[src/rtl/gate_arbiter.sv]
// gate_arbiter: round-robin sequencer that time-shares one external two-input
// gate cell among N requesters. The grant latches the requester's operands onto
// gate_A/gate_B. After SETTLE wait cycles, gate_C is captured into Y, and the
// requester receives a one-cycle ack.
module gate_arbiter #(
  parameter int N      = 4,
  parameter int SETTLE = 2
) (
  input  logic         clk,
  input  logic         rst_n,
  input  logic [N-1:0] req,
  input  logic [N-1:0] A,
  input  logic [N-1:0] B,
  output logic [N-1:0] gnt,
  output logic [N-1:0] ack,
  output logic         Y,
  output logic         busy,
  output logic         gate_A,
  output logic         gate_B,
  input  logic         gate_C
);

  localparam int          CW = (SETTLE < 1) ? 1 : $clog2(SETTLE + 1);
  localparam int          PW = (N < 2) ? 1 : $clog2(N);
  localparam int unsigned NU = N;

  typedef enum logic [1:0] {
    IDLE = 2'd0,
    WAIT = 2'd1,
    DONE = 2'd2
  } state_t;

  state_t         state_q, state_d;
  logic [CW-1:0]  cnt_q, cnt_d;
  logic [PW-1:0]  ptr_q, ptr_d;
  logic [N-1:0]   gnt_d, ack_d;
  logic           y_d, busy_d, ga_d, gb_d;

  logic           sel_valid;
  logic [PW-1:0]  sel_idx;
  logic [PW-1:0]  pos;

  // Round-robin pick: first requester at or above ptr, wrapping past N-1.
  always_comb begin
    sel_valid = 1'b0;
    sel_idx   = '0;
    pos       = '0;
    for (int unsigned k = 0; k < NU; k++) begin
      pos = PW'((32'(ptr_q) + k) % NU);
      if (!sel_valid && req[pos]) begin
        sel_valid = 1'b1;
        sel_idx   = pos;
      end
    end
  end

  // Next-state and next-output logic; every output is registered from these.
  always_comb begin
    state_d = state_q;
    cnt_d   = cnt_q;
    ptr_d   = ptr_q;
    gnt_d   = gnt;
    ack_d   = '0;
    y_d     = Y;
    ga_d    = gate_A;
    gb_d    = gate_B;
    unique case (state_q)
      IDLE: begin
        if (sel_valid) begin
          gnt_d   = N'(1) << sel_idx;
          ga_d    = A[sel_idx];
          gb_d    = B[sel_idx];
          cnt_d   = CW'(SETTLE);
          ptr_d   = (sel_idx == PW'(N - 1)) ? '0 : sel_idx + 1'b1;
          state_d = WAIT;
        end
      end
      WAIT: begin
        if (cnt_q != '0) begin
          cnt_d = cnt_q - 1'b1;
        end else begin
          y_d     = gate_C;
          ack_d   = gnt;
          state_d = DONE;
        end
      end
      DONE: begin
        gnt_d   = '0;
        state_d = IDLE;
      end
      default: begin
        gnt_d   = '0;
        state_d = IDLE;
      end
    endcase
    // busy is registered, so it follows the state being entered
    busy_d = (state_d != IDLE);
  end

  // State and output registers; asynchronous reset aborts any transaction.
  always_ff @(posedge clk or negedge rst_n) begin
    if (!rst_n) begin
      state_q <= IDLE;
      cnt_q   <= '0;
      ptr_q   <= '0;
      gnt     <= '0;
      ack     <= '0;
      Y       <= 1'b0;
      busy    <= 1'b0;
      gate_A  <= 1'b0;
      gate_B  <= 1'b0;
    end else begin
      state_q <= state_d;
      cnt_q   <= cnt_d;
      ptr_q   <= ptr_d;
      gnt     <= gnt_d;
      ack     <= ack_d;
      Y       <= y_d;
      busy    <= busy_d;
      gate_A  <= ga_d;
      gate_B  <= gb_d;
    end
  end

endmodule

[config.mk]
export PLATFORM = sky130hd
export DESIGN_NAME = gate_arbiter
export DESIGN_NICKNAME = d
export VERILOG_FILES = /design/src/rtl/gate_arbiter.sv
export SDC_FILE = /design/constraint.sdc
export NUM_CORES = 1
export LEC_CHECK = 0
export ABC_CLOCK_PERIOD_IN_PS = 1700
export CORE_UTILIZATION = 41
export CTS_CLUSTER_DIAMETER = 30
export DETAILED_ROUTE_END_ITERATION = 10
export GPL_ROUTABILITY_DRIVEN = 0
export PLACE_DENSITY = 0.82
export SKIP_CTS_REPAIR_TIMING = 1
export SLEW_MARGIN = 15
export SYNTH_ARGS = -nofsm -noshare
export SYNTH_HDL_FRONTEND = slang
export SYNTH_SLANG_ARGS = --single-unit
[constraint.sdc]
create_clock -name clk -period 1.7 [get_ports clk]
set_input_delay 0.34 -clock clk [delete_from_list [all_inputs] [get_ports clk]]
set_output_delay 0.34 -clock clk [all_outputs]
set_load 0.02 [all_outputs]
==> qor.csv <==
stage;metric;value;unit
floorplan;Chip Width;49.5;um
power;Comb pwr share;56.7;%
worst_setup_path;Worst setup startpoint;ptr_q[1]$_DFFE_PN0P_;
worst_setup_path;CP endpoint kind;flip-flop;
routing;drt via density;5.17;
sta;WHS;364;ps
worst_setup_path;reg2reg path depth;5;
synth;Gate Count Post-Synth;91;
sta;Max Slew Vio Count;0;
layout;fraction of layout cells with a size suffix above 1;29.5;%
layout;Final Util;71.8;%
routing;TritonRoute pass-1 iters;4;
status;status;finished, violations left;
layout;final-stage net count;160;
sta;RSZ-0062 raised after global routing;yes;
floorplan;Die ar.;2450;um^2
sta;setup violators final;1;
synth;synth warn;0;
placed_design;port buffer count;26;
cts;Clock Sink Count;18;
power;switching portion of total power;38.7;%
worst_setup_path;critical path data arrival time;1900;ps
global_route;initial antenna violation count;0;
worst_setup_path;crit-path max FO;6;
routing;via count;858;
synth;mapped cell area;926;um^2
status;failing checks;setup timing;
floorplan;CORE AREA;2040;um^2
synth;Seq cells post-synth;18;
min_path;worst hold path class;in2async;
global_route;GRT Overall Usage;18.8;%
power;Clock Power Share;11.5;%
worst_setup_path;Max stage delay on crit path;450;ps
routing;DRC Markers;0;
synth;Yosys cell types;31;
placed_design;post-DP HPWL;1580;um
floorplan;I/O pin cnt;27;
global_route;vias in the first global route;835;
layout;commonest cells after routing, fill and taps aside;24 x clkdlybuf4s50_1, 20 x buf_4, 17 x dfrtp_1;
worst_setup_path;R2R setup slack;-2;ps
cts;Max Root-Sink Buffers;2;
worst_setup_path;critical path launch point type;flip-flop;
sta;Final period util;100;%
sta;Final Hold Fails;0;
worst_setup_path;RR Endpoint;gnt[1]$_DFFE_PN0P_;
cts;Root Buffer;clkbuf_4;
routing;final wirelength;2130;um
cts;CTS H-tree lvls;1;
synth;Post-Syn Nets;111;
power;Psw;0.869;mW
routing;wire length per cell;12.8;um
synth;largest cells by area after synthesis;dfrtp_1 49%, ha_1 6.8%, a22o_1 3.8%;
power;Leak;0.696;nW
synth;area leader, netlist;dfrtp_1;
worst_setup_path;Setup CP Type;reg2reg;
placed_design;placed cell area;1340;um^2
sta;Rel. slew slack;79.3;%
sta;Clock Skews;3.27;ps
synth;Yosys top cell area share;48.6;%
power;Pwr Total;2.25;mW
global_route;first-pass GRT wire length;3390;um
cts;worst-skew pair later-pin latency;300;ps
sta;Max Freq;0.588;GHz
cts;TritonCTS clock tree;done;
global_route;met3 usage;2.16;%
sta;Worst-Margin Slew;310;ps
global_route;GRT Residual Overflow;0;
power;Reg power frac;31.7;%
sta;final worst setup slack;-1.87;ps
layout;commonest non-fill, non-tap cell in the layout;clkdlybuf4s50_1;
power;Pint;1.38;mW
routing;ANT nets after route;0;
cts;Clock transition at path regs;100;ps
power;PD cells;1530;nW/um^2
layout;n_diodes;0;
power;maximum VDD drop;0.906;mV
global_route;GR Util met2;34.2;%
global_route;largest net degree at the start of global routing;19;
floorplan;Die Ht;49.5;um
global_route;GRT met1 Usage;19.8;%
cts;CTS Buf Count;3;
worst_setup_path;CP required;1900;ps
synth;Seq/Total Area, Yosys;48.6;%
sta;minimum clock period;1700;ps
worst_setup_path;critical path's slowest cell;dfrtp_2;
floorplan;Initial Utilization;45.3;%
worst_setup_path;RR Startpoint;ptr_q[1]$_DFFE_PN0P_;
synth;Avg Cell Area, Syn;10.2;um^2
worst_setup_path;cell breakdown of the critical path;nor2b_4 > a21o_1 > a221o_2 > ha_1 > a22o_1;
sta;final setup TNS;-1.87;ps
global_route;GR peak layer;met2;
flow_run;max cap viols;0;
floorplan;standard-cell rows;16;
routing;Initial DRC Count;7;
layout;finished layout cell area;1470;um^2
layout;synthesis-to-layout area growth;58.2;%
[worst max-delay path: cells and delay by family, from the launching register on]
family | cells | cell delay (ps)
adders and majority gates | 1 | 210
and+or+nand+nor | 1 | 140
DFF | 1 | 450
AOI/OAI and AO/OA | 3 | 800
[Yosys cell counts (all sizes together)]
cell / n
nand2: 8
a21o: 2
clkbuf: 1
nor2b: 1
a31oi: 2
dfrtp: 18
mux2: 1
nor4: 1
nor3: 2
or3: 1
nand2b: 3
o21ai: 4
a211o: 2
a221o: 1
inv: 7
a21oi: 5
nor2: 6
buf: 1
o21a: 1
and3: 1
o31ai: 2
mux2i: 2
o211ai: 2
nand4: 2
a22o: 4
ha: 5
nand3: 2
and2: 4
[layout make-up]
type                    count  area (um^2)
repair buffers             46          415
inverters                   7         26.3
flip-flops and latches     18          452
multi-input cells          64          502
well taps                  27         33.8
fillers                   158          577
clock buffers               4         36.3
[power by group through the flow]
stage               combinational, mW  clock, mW  sequential (mW)
floorplan                       0.564          0            0.793
global placement                 1.09          0            0.712
detailed placement               1.13          0            0.720
CTS                              1.13      0.257            0.715
global route                     1.41      0.269            0.734
finish                           1.27      0.259            0.712
[state kept, by name, summed over array words and instances (netlist names), 2 cells and up]
register  count
ptr_q         2
ack           4
gnt           4
cnt_q         2
state_q       2
[how the worst max path moves through the flow]
stage / endpoint / slack [ps] / depth (start not counted)
6_report: gnt[1]$_DFFE_PN0P_ / -2 / 5
5_1_grt: ptr_q[1]$_DFFE_PN0P_ / -80 / 7
4_1_cts: ptr_q[1]$_DFFE_PN0P_ / -90 / 8
3_5_place_dp: ptr_q[1]$_DFFE_PN0P_ / -410 / 8
3_3_place_gp: ptr_q[1]$_DFFE_PN0P_ / -320 / 8
2_1_floorplan: ptr_q[1]$_DFFE_PN0P_ / 60 / 8
[cell families after synthesis]
kind of cell | count (synthesis) | share of synthesized area [%]
simple gates | 31 | 18.6
compound gates | 25 | 18.8
flops | 18 | 48.6
buf+inv | 9 | 3.78
fa+ha+maj | 5 | 6.76
mux | 3 | 3.38
[per-stage QoR]
step	cells	setup WS, ps
2_1_floorplan	91	63.7
3_3_place_gp	159	-321
3_5_place_dp	159	-409
4_1_cts	163	-88.8
5_1_grt	166	-76.8
6_report	166	-1.87
[metal layers]
metal / up-vias / routed length (um) / share of wire, %
met5: - / 0 / 0
met4: 0 / 65 / 3.1
met3: 6 / 112 / 5.3
met2: 32 / 1100 / 51
met1: 399 / 854 / 40
li1: 421 / - / -
(Power assumes the default switching activity.)
